===== src/rtl/nasti_lite_reg_port.sv =====
`default_nettype none
// ============================================================================
// Module   : nasti_lite_reg_port
// Purpose  : NASTI-Lite slave endpoint bridging lite read/write channels onto
//            a single-outstanding req/ack register bus, with timeout abort.
// Revision : 1.0
// ============================================================================
module nasti_lite_reg_port #(
    parameter int ID_WIDTH   = 1,
    parameter int ADDR_WIDTH = 12,
    parameter int DATA_WIDTH = 32,
    parameter int USER_WIDTH = 1,
    parameter int TIMEOUT    = 255
) (
    input  logic                    clk,
    input  logic                    rstn,
    input  logic [ID_WIDTH-1:0]     lite_ar_id,
    input  logic [ADDR_WIDTH-1:0]   lite_ar_addr,
    input  logic [2:0]              lite_ar_prot,
    input  logic [3:0]              lite_ar_qos,
    input  logic [3:0]              lite_ar_region,
    input  logic [USER_WIDTH-1:0]   lite_ar_user,
    input  logic                    lite_ar_valid,
    output logic                    lite_ar_ready,
    output logic [ID_WIDTH-1:0]     lite_r_id,
    output logic [DATA_WIDTH-1:0]   lite_r_data,
    output logic [1:0]              lite_r_resp,
    output logic [USER_WIDTH-1:0]   lite_r_user,
    output logic                    lite_r_valid,
    input  logic                    lite_r_ready,
    input  logic [ID_WIDTH-1:0]     lite_aw_id,
    input  logic [ADDR_WIDTH-1:0]   lite_aw_addr,
    input  logic [2:0]              lite_aw_prot,
    input  logic [3:0]              lite_aw_qos,
    input  logic [3:0]              lite_aw_region,
    input  logic [USER_WIDTH-1:0]   lite_aw_user,
    input  logic                    lite_aw_valid,
    output logic                    lite_aw_ready,
    input  logic [DATA_WIDTH-1:0]   lite_w_data,
    input  logic [DATA_WIDTH/8-1:0] lite_w_strb,
    input  logic [USER_WIDTH-1:0]   lite_w_user,
    input  logic                    lite_w_valid,
    output logic                    lite_w_ready,
    output logic [ID_WIDTH-1:0]     lite_b_id,
    output logic [1:0]              lite_b_resp,
    output logic [USER_WIDTH-1:0]   lite_b_user,
    output logic                    lite_b_valid,
    input  logic                    lite_b_ready,
    output logic                    reg_req,
    output logic                    reg_we,
    output logic [ADDR_WIDTH-1:0]   reg_addr,
    output logic [DATA_WIDTH-1:0]   reg_wdata,
    output logic [DATA_WIDTH/8-1:0] reg_be,
    input  logic                    reg_ack,
    input  logic [DATA_WIDTH-1:0]   reg_rdata,
    input  logic                    reg_err
);
    localparam int STRB_WIDTH = DATA_WIDTH / 8;
    localparam int ALIGN_BITS = $clog2(STRB_WIDTH);
    localparam int CNT_WIDTH  = $clog2(TIMEOUT + 1);
    localparam logic [ADDR_WIDTH-1:0] ADDR_MASK = {ADDR_WIDTH{1'b1}} << ALIGN_BITS;
    localparam logic [1:0] RESP_OKAY   = 2'b00;
    localparam logic [1:0] RESP_SLVERR = 2'b10;
    localparam logic [1:0] RESP_DECERR = 2'b11;

    typedef enum logic [2:0] {
        S_IDLE    = 3'd0,
        S_RD_REQ  = 3'd1,
        S_WR_REQ  = 3'd2,
        S_RD_RESP = 3'd3,
        S_WR_RESP = 3'd4
    } state_t;

    state_t                  state_q, state_d;
    logic                    prio_wr_q, prio_wr_d;
    logic [CNT_WIDTH-1:0]    cnt_q, cnt_d;
    logic [ID_WIDTH-1:0]     id_q, id_d;
    logic [USER_WIDTH-1:0]   user_q, user_d;
    logic [ADDR_WIDTH-1:0]   addr_q, addr_d;
    logic [DATA_WIDTH-1:0]   wdata_q, wdata_d;
    logic [STRB_WIDTH-1:0]   be_q, be_d;
    logic [DATA_WIDTH-1:0]   rdata_q, rdata_d;
    logic [1:0]              resp_q, resp_d;
    logic                    rd_cand, wr_cand, take_rd, take_wr;

    logic unused_inputs;
    assign unused_inputs = ^{lite_ar_prot, lite_ar_qos, lite_ar_region,
                             lite_aw_prot, lite_aw_qos, lite_aw_region, lite_w_user};

    always_comb begin
        state_d       = state_q;
        prio_wr_d     = prio_wr_q;
        cnt_d         = cnt_q;
        id_d          = id_q;
        user_d        = user_q;
        addr_d        = addr_q;
        wdata_d       = wdata_q;
        be_d          = be_q;
        rdata_d       = rdata_q;
        resp_d        = resp_q;
        lite_ar_ready = 1'b0;
        lite_aw_ready = 1'b0;
        lite_w_ready  = 1'b0;
        // Gated by rstn so nothing is handshaken while the flops are held in reset.
        rd_cand       = rstn && lite_ar_valid;
        wr_cand       = rstn && lite_aw_valid && lite_w_valid;
        take_wr       = (state_q == S_IDLE) && wr_cand && (!rd_cand || prio_wr_q);
        take_rd       = (state_q == S_IDLE) && rd_cand && !take_wr;

        case (state_q)
            S_IDLE: begin
                if (take_rd) begin
                    lite_ar_ready = 1'b1;
                    id_d          = lite_ar_id;
                    user_d        = lite_ar_user;
                    addr_d        = lite_ar_addr & ADDR_MASK;
                    be_d          = '1;
                    prio_wr_d     = 1'b1;
                    cnt_d         = '0;
                    state_d       = S_RD_REQ;
                end else if (take_wr) begin
                    lite_aw_ready = 1'b1;
                    lite_w_ready  = 1'b1;
                    id_d          = lite_aw_id;
                    user_d        = lite_aw_user;
                    addr_d        = lite_aw_addr & ADDR_MASK;
                    wdata_d       = lite_w_data;
                    be_d          = lite_w_strb;
                    prio_wr_d     = 1'b0;
                    cnt_d         = '0;
                    state_d       = S_WR_REQ;
                end
            end
            S_RD_REQ, S_WR_REQ: begin
                // An ack arriving in the expiry cycle still completes normally.
                if (reg_ack) begin
                    resp_d = reg_err ? RESP_SLVERR : RESP_OKAY;
                    if (state_q == S_RD_REQ) begin
                        rdata_d = reg_rdata;
                        state_d = S_RD_RESP;
                    end else begin
                        state_d = S_WR_RESP;
                    end
                end else if (cnt_q == CNT_WIDTH'(TIMEOUT)) begin
                    resp_d  = RESP_DECERR;
                    rdata_d = '0;
                    state_d = (state_q == S_RD_REQ) ? S_RD_RESP : S_WR_RESP;
                end else begin
                    cnt_d = cnt_q + CNT_WIDTH'(1);
                end
            end
            S_RD_RESP: if (lite_r_ready) state_d = S_IDLE;
            S_WR_RESP: if (lite_b_ready) state_d = S_IDLE;
            default:   state_d = S_IDLE;
        endcase
    end

    always_ff @(posedge clk) begin
        if (!rstn) begin
            state_q   <= S_IDLE;
            prio_wr_q <= 1'b0;
            cnt_q     <= '0;
            id_q      <= '0;
            user_q    <= '0;
            addr_q    <= '0;
            wdata_q   <= '0;
            be_q      <= '0;
            rdata_q   <= '0;
            resp_q    <= '0;
        end else begin
            state_q   <= state_d;
            prio_wr_q <= prio_wr_d;
            cnt_q     <= cnt_d;
            id_q      <= id_d;
            user_q    <= user_d;
            addr_q    <= addr_d;
            wdata_q   <= wdata_d;
            be_q      <= be_d;
            rdata_q   <= rdata_d;
            resp_q    <= resp_d;
        end
    end

    assign reg_req      = (state_q == S_RD_REQ) || (state_q == S_WR_REQ);
    assign reg_we       = (state_q == S_WR_REQ);
    assign reg_addr     = addr_q;
    assign reg_wdata    = wdata_q;
    assign reg_be       = be_q;
    assign lite_r_valid = (state_q == S_RD_RESP);
    assign lite_r_id    = id_q;
    assign lite_r_user  = user_q;
    assign lite_r_data  = rdata_q;
    assign lite_r_resp  = resp_q;
    assign lite_b_valid = (state_q == S_WR_RESP);
    assign lite_b_id    = id_q;
    assign lite_b_user  = user_q;
    assign lite_b_resp  = resp_q;

endmodule
`default_nettype wire


===== config.mk =====
export PLATFORM = sky130hd
export DESIGN_NAME = nasti_lite_reg_port
export DESIGN_NICKNAME = d
export VERILOG_FILES = /design/src/rtl/nasti_lite_reg_port.sv
export SDC_FILE = /design/constraint.sdc
export NUM_CORES = 1
export LEC_CHECK = 0
export BUFFER_PORTS_ARGS = -buffer_cell sky130_fd_sc_hd__buf_4
export CORE_MARGIN = 4
export CORE_UTILIZATION = 40
export DETAILED_ROUTE_END_ITERATION = 16
export PLACE_DENSITY = 0.74
export SLEW_MARGIN = 20
export SYNTH_ARGS = -nofsm -noshare
export SYNTH_HDL_FRONTEND = slang
export SYNTH_SLANG_ARGS = --single-unit
export TNS_END_PERCENT = 1

===== constraint.sdc =====
create_clock -name clk -period 3.78 [get_ports clk]
set_input_delay 0 -clock clk [delete_from_list [all_inputs] [get_ports clk]]
set_output_delay 0 -clock clk [all_outputs]
set_load 0.005 [all_outputs]

; After elaboration in Yosys (flattened, before gate mapping)
; Cells that the tools add are included.
[totals]
regBits = 96
input_bits = 128
word_cells = 80
[op_classes]
addsub = 1
n_eq_ne = 12
mux = 34
n_bitwise = 1
n_reduce_logical = 22
[ops]
columns = op, n
row1 = $mux 32, 3
row2 = $mux 8, 4
row3 = $mux 12, 2
row4 = $mux 3, 7
row5 = $pmux 8 s2, 1
row6 = $pmux 3 s4, 1
row7 = $mux 1, 11
row8 = $add 8x1->8 const B, 1
row9 = $eq 8x8->1 const B, 1
row10 = $mux 4, 2
row11 = $reduce_and 4->1, 2
row12 = $logic_and 1x1->1, 7
row13 = $eq 3x2->1 const B, 2
row14 = $mux 2, 3
row15 = $ne 2x1->1 const B, 3
row16 = $ne 3x3->1 const B, 2
row17 = $reduce_and 3->1, 2
row18 = $reduce_bool 2->1, 3
row19 = $ne 2x2->1 const B, 2
row20 = $reduce_and 2->1, 2
row21 = $eq 3x1->1 const B, 1
row22 = $eq 3x3->1 const B, 1
row23 = $logic_not 3->1, 1
row24 = $logic_not 1->1, 2
row25 = other kinds (3), 4

; Logic depth before layout (Yosys ltp)
[logic_depth]
word_depth = 8
depth_mapped = 7

; Least setup slack after synthesis
; OpenSTA, ideal clock, no wires.
[synth_timing]
path_type = reg2reg
start = register state_q[2]
end = register be_q[2] (netlist: reg_be[2])
arrival_ps = 1439
slack_ps = 2213
path_stages_with_launch = 7
path_buffers = 2
synth_period_minus_slack_ps = 1567
path_cell_list = dfxtp_1 buf_6 nor4b_4 o2111ai_2 clkbuf_1 o22ai_1 nor2_1
[synth_between]
elab_chain_len = 7
word_cells_on_any_way = 9
[synth_lines]
columns = item, line_no
row1 = start: declaration, 74  ; state_t state_q, state_d;
row2 = start signal: assignment, 171  ; state_q <= state_d;
row3 = $logic_not 3->1 *, "107, 108, 110"
row4 = $logic_and 1x1->1 (2 in a row), 107  ; take_wr = (state_q == S_IDLE) && wr_cand && (!rd_cand || prio_wr_q);
row5 = $logic_not 1->1, 108  ; take_rd = (state_q == S_IDLE) && rd_cand && !take_wr;
row6 = $logic_and 1x1->1, 108
row7 = $reduce_bool 2->1 (no source line), -
row8 = $reduce_and 2->1 (no source line), -
row9 = end signal: assignment, 167  ; be_q <= '0;
row10 = end signal: assignment, 178  ; be_q <= be_d;
row11 = end: declaration, 81  ; logic [STRB_WIDTH-1:0] be_q, be_d;
; Mark *: on every way between the ends. The rest lies on a longest branch, timed or not.
; A chain may end at the register's enable or synchronous reset.

; Final worst setup path
[layout_timing]
start = register state_q[0]
end = output lite_aw_ready
[layout_between]
elab_chain_len = 7
word_cells_on_any_way = 9
[layout_lines]
columns = item, line_no
row1 = $logic_not 3->1 *, "107, 108, 110"
row2 = $logic_and 1x1->1 (2 in a row), 107
row3 = $logic_not 1->1, 108
row4 = $logic_and 1x1->1, 108
row5 = $mux 1, 112  ; if (take_rd) begin
row6 = $mux 1 *, 110  ; case (state_q)
row7 = end: declaration, 38  ; output logic lite_aw_ready,
; Marked as above.

==> results by group <==
STA
  • Fin worst setup slack: 1235 ps
  • Slew headroom: 29.72%
  • Setup Viol. Count Final: 0
  • Final hold violations: 0
  • Max-slew violation count: 0
  • Final Cycle Share: between 60% and 70%
  • Achievable Freq: just under 400 MHz
  • Worst-margin pin slew: 1052 ps
  • Final critical-path required period: ~2500 ps
  • Setup TNS: 0 ps
  • RSZ-0062 raised after global routing: no
  • Clock Skews: ~10 ps

Clock tree
  • Cts repair resizes: 0
  • Clock root buffer master: clkbuf_8
  • Sink Count: 94
  • CTS Buf Count: 9
  • CTS tree: done
  • Clk_lat worst skew: 350 ps
  • H-Tree Depth: 3
  • Max Root-Sink Buffers: 2
  • Post-CTS Repair Setup Buffers: 0
  • Clock slew at reported path FFs: 90 ps
  • Hold-fix buffers, CTS: 95

Route
  • DRC violations left: 0
  • ANT nets after route: 0
  • Wire per inst: ~16 um
  • Vias: ~4400
  • Post-Route WL: 13480 um
  • DR pass1 iterations: 4
  • Via-per-instance ratio: ~5.1
  • Initial DRC count: ~190

Min path
  • Hold Crit Class: in -> reg
  • Hold Crit Start: lite_b_ready

Synth
  • Flops & latches, synth: 94
  • Mapped Cells: around 470
  • Share of the synthesized area in the top cell type: ~49%
  • Synthesized area per cell: between 8 and 9 um^2
  • Cell taking the most area after synthesis: dfxtp_1
  • Post-synth EDFFs: 0
  • Synth Flop Type: dfxtp_1
  • Post-synth ARST share: 0%
  • Synth area leaders: dfxtp_1 (49%), nand2_1 (10%), nand3_1 (9.0%)
  • Cell variety after synth: 51
  • Mapped Area: 0.003820 mm^2
  • Sequential fraction of the synthesis area: approximately half
  • Yosys warning count: 0

Place
  • RePlAce Congestion: about 0.82
  • I/O Buffers: between 150 and 200
  • Dpl hpwl: 8066 um
  • Post-Place Setup Slack: roughly 1500 ps

Worst setup path
  • Crit. End Element: output port
  • Origin of the critical flop-to-flop path: state_q[0]
  • Worst path bufs/invs: 3
  • Critical path launch point: state_q[0]
  • Critical Path Fanout Max: between 50 and 60
  • Slowest stage cell, crit path: nor4b_4
  • Worst Path Arrival: about 2500 ps
  • Crit path max-delay family: buffers and inverters
  • Startpoint Class: register
  • Setup Crit Path Kind: reg -> out
  • Cell mode on critical path: buf_4
  • CP peak stage delay: approximately 510 ps
  • Worst path required time: approximately 3800 ps
  • CP Cell Sequence: nor4b_4 -> o2111ai_4 -> buf_4 -> inv_2 -> buf_4

Global routing
  • Total global-route track usage: ~24%
  • Largest net degree at the start of global routing: 61
  • Vias in the first global route: 4534
  • Initial antenna violation count: 0
  • First-pass GRT wire length: between 20000 and 25000 um
  • Total gr overflow: 0

Floorplan
  • Row Count: 35
  • Core ar.: roughly 0.0093 mm^2
  • IO Count: between 200 and 250
  • Height of the die: 105.7 um
  • Starting Density: approximately two fifths
  • Die width: roughly 110 um
  • Die area: 0.01118 mm^2

Cells and area
  • Fillers: roughly 720
  • Commonest non-fill, non-tap cells in the layout: buf_4 (198), nand2_1 (105), dlygate4sd3_1 (95), dfxtp_1 (94), nand3_1 (69)
  • Final layout net count: roughly 860
  • P&R area growth vs syn: 67.90%
  • Layout cells sized above 1: a little under a third
  • Most common cell after layout, fill and taps aside: buf_4

Job
  • # Max-Cap Violations: 0

Status
  • Status: finished, final reports clean

Pwr
  • VDD IR-drop max: between 0.3 and 0.4 mV
  • Pleak: 2.965 nW
  • P per Cell Area: around 460 mW/mm^2
==> per-layer routing <==
metal	part of all wire [%]	global-route usage (%)
met4	2.0	8.418
met3	8.4	8.757
met2	52	44.63
met5	0	0
met1	38	25.01
==> flip-flops by register name, indices dropped and copies added (netlist names) <==
register / cells
reg_addr: 10
prio_wr_q: 1
cnt_q: 8
reg_wdata: 32
lite_b_resp: 2
lite_b_id: 1
state_q: 3
reg_be: 4
lite_b_user: 1
lite_r_data: 32
==> synth_stat cells (2+ instances only) <==
cell / instances
a21oi_1: 54
a221oi_1: 2
and3_1: 2
buf_2: 5
buf_4: 13
clkbuf_1: 22
dfxtp_1: 94
inv_1: 8
inv_2: 2
mux2i_1: 13
nand2_1: 105
nand3_1: 69
nand4_1: 2
nor2_1: 9
nor2b_1: 3
nor3_1: 3
nor4_1: 3
o2111ai_2: 2
o21ai_0: 16
o22ai_1: 5
o41ai_1: 2
or2_1: 2
or2_2: 2
==> power breakdown <==
part | switching (mW) | internal [mW] | leakage [nW]
Sequential | 0.123 | 1.13 | 0.763
Combinational | 0.490 | 0.531 | 2.11
Clock | 0.368 | 0.308 | 0.0895
Total | 0.981 | 1.97 | 2.97
==> tightest hold or removal path, cell delays in order <==
cell and delay [ps]:
buf_4 80, nor4b_1 60, o21a_1 190
==> area by class of cell <==
type | count | area, um^2 | area share [%]
diodes | 1 | 2.502 | 0.03902
clock buffers | 9 | 123.9 | 1.931
clock inverters | 6 | 72.57 | 1.131
inverters | 10 | 37.54 | 0.5853
multi-input cells | 321 | 1697 | 26.45
flip-flops and latches | 94 | 1882 | 29.34
well taps | 129 | 161.4 | 2.517
repair buffers | 293 | 2437 | 38.00
==> through the flow <==
stage	area [um^2]	util, %	instances	hold slack, ps	total power [mW]
5_1_grt	6411	69.06	862	14.82	3.134
4_1_cts	6410	69.04	862	2.129	2.946
6_report	6414	69.08	863	20.64	2.952
2_1_floorplan	3824	-	467	98.95	1.784
3_3_place_gp	5263	56.68	752	183.2	2.144
3_5_place_dp	5263	56.68	752	186.1	2.172
==> logic make-up (layout without fill, tap and decap cells) <==
kind of cell,after synthesis,count (layout),synth area share (%)
xor+xnor,1,1,0.2293
simple gates,210,210,25.48
buf+inv,52,318,6.747
other cells,1,3,0.09817
compound gates,94,94,14.45
fa+ha+maj,1,1,0.3275
mux,13,13,3.406
flops,94,94,49.26
==> path summary, 6_finish.rpt <==
| check | to | slack (ps) | cells past startpoint |
|---|---|---|---|
| hold reg to reg | reg_wdata[28] | 460 | 2 |
| setup / recovery | lite_aw_ready | 1240 | 5 |
| hold / removal | state_q[2] | 20 | 3 |
| setup reg to reg | reg_addr[11] | 1250 | 6 |
(Power assumes the default switching activity.)
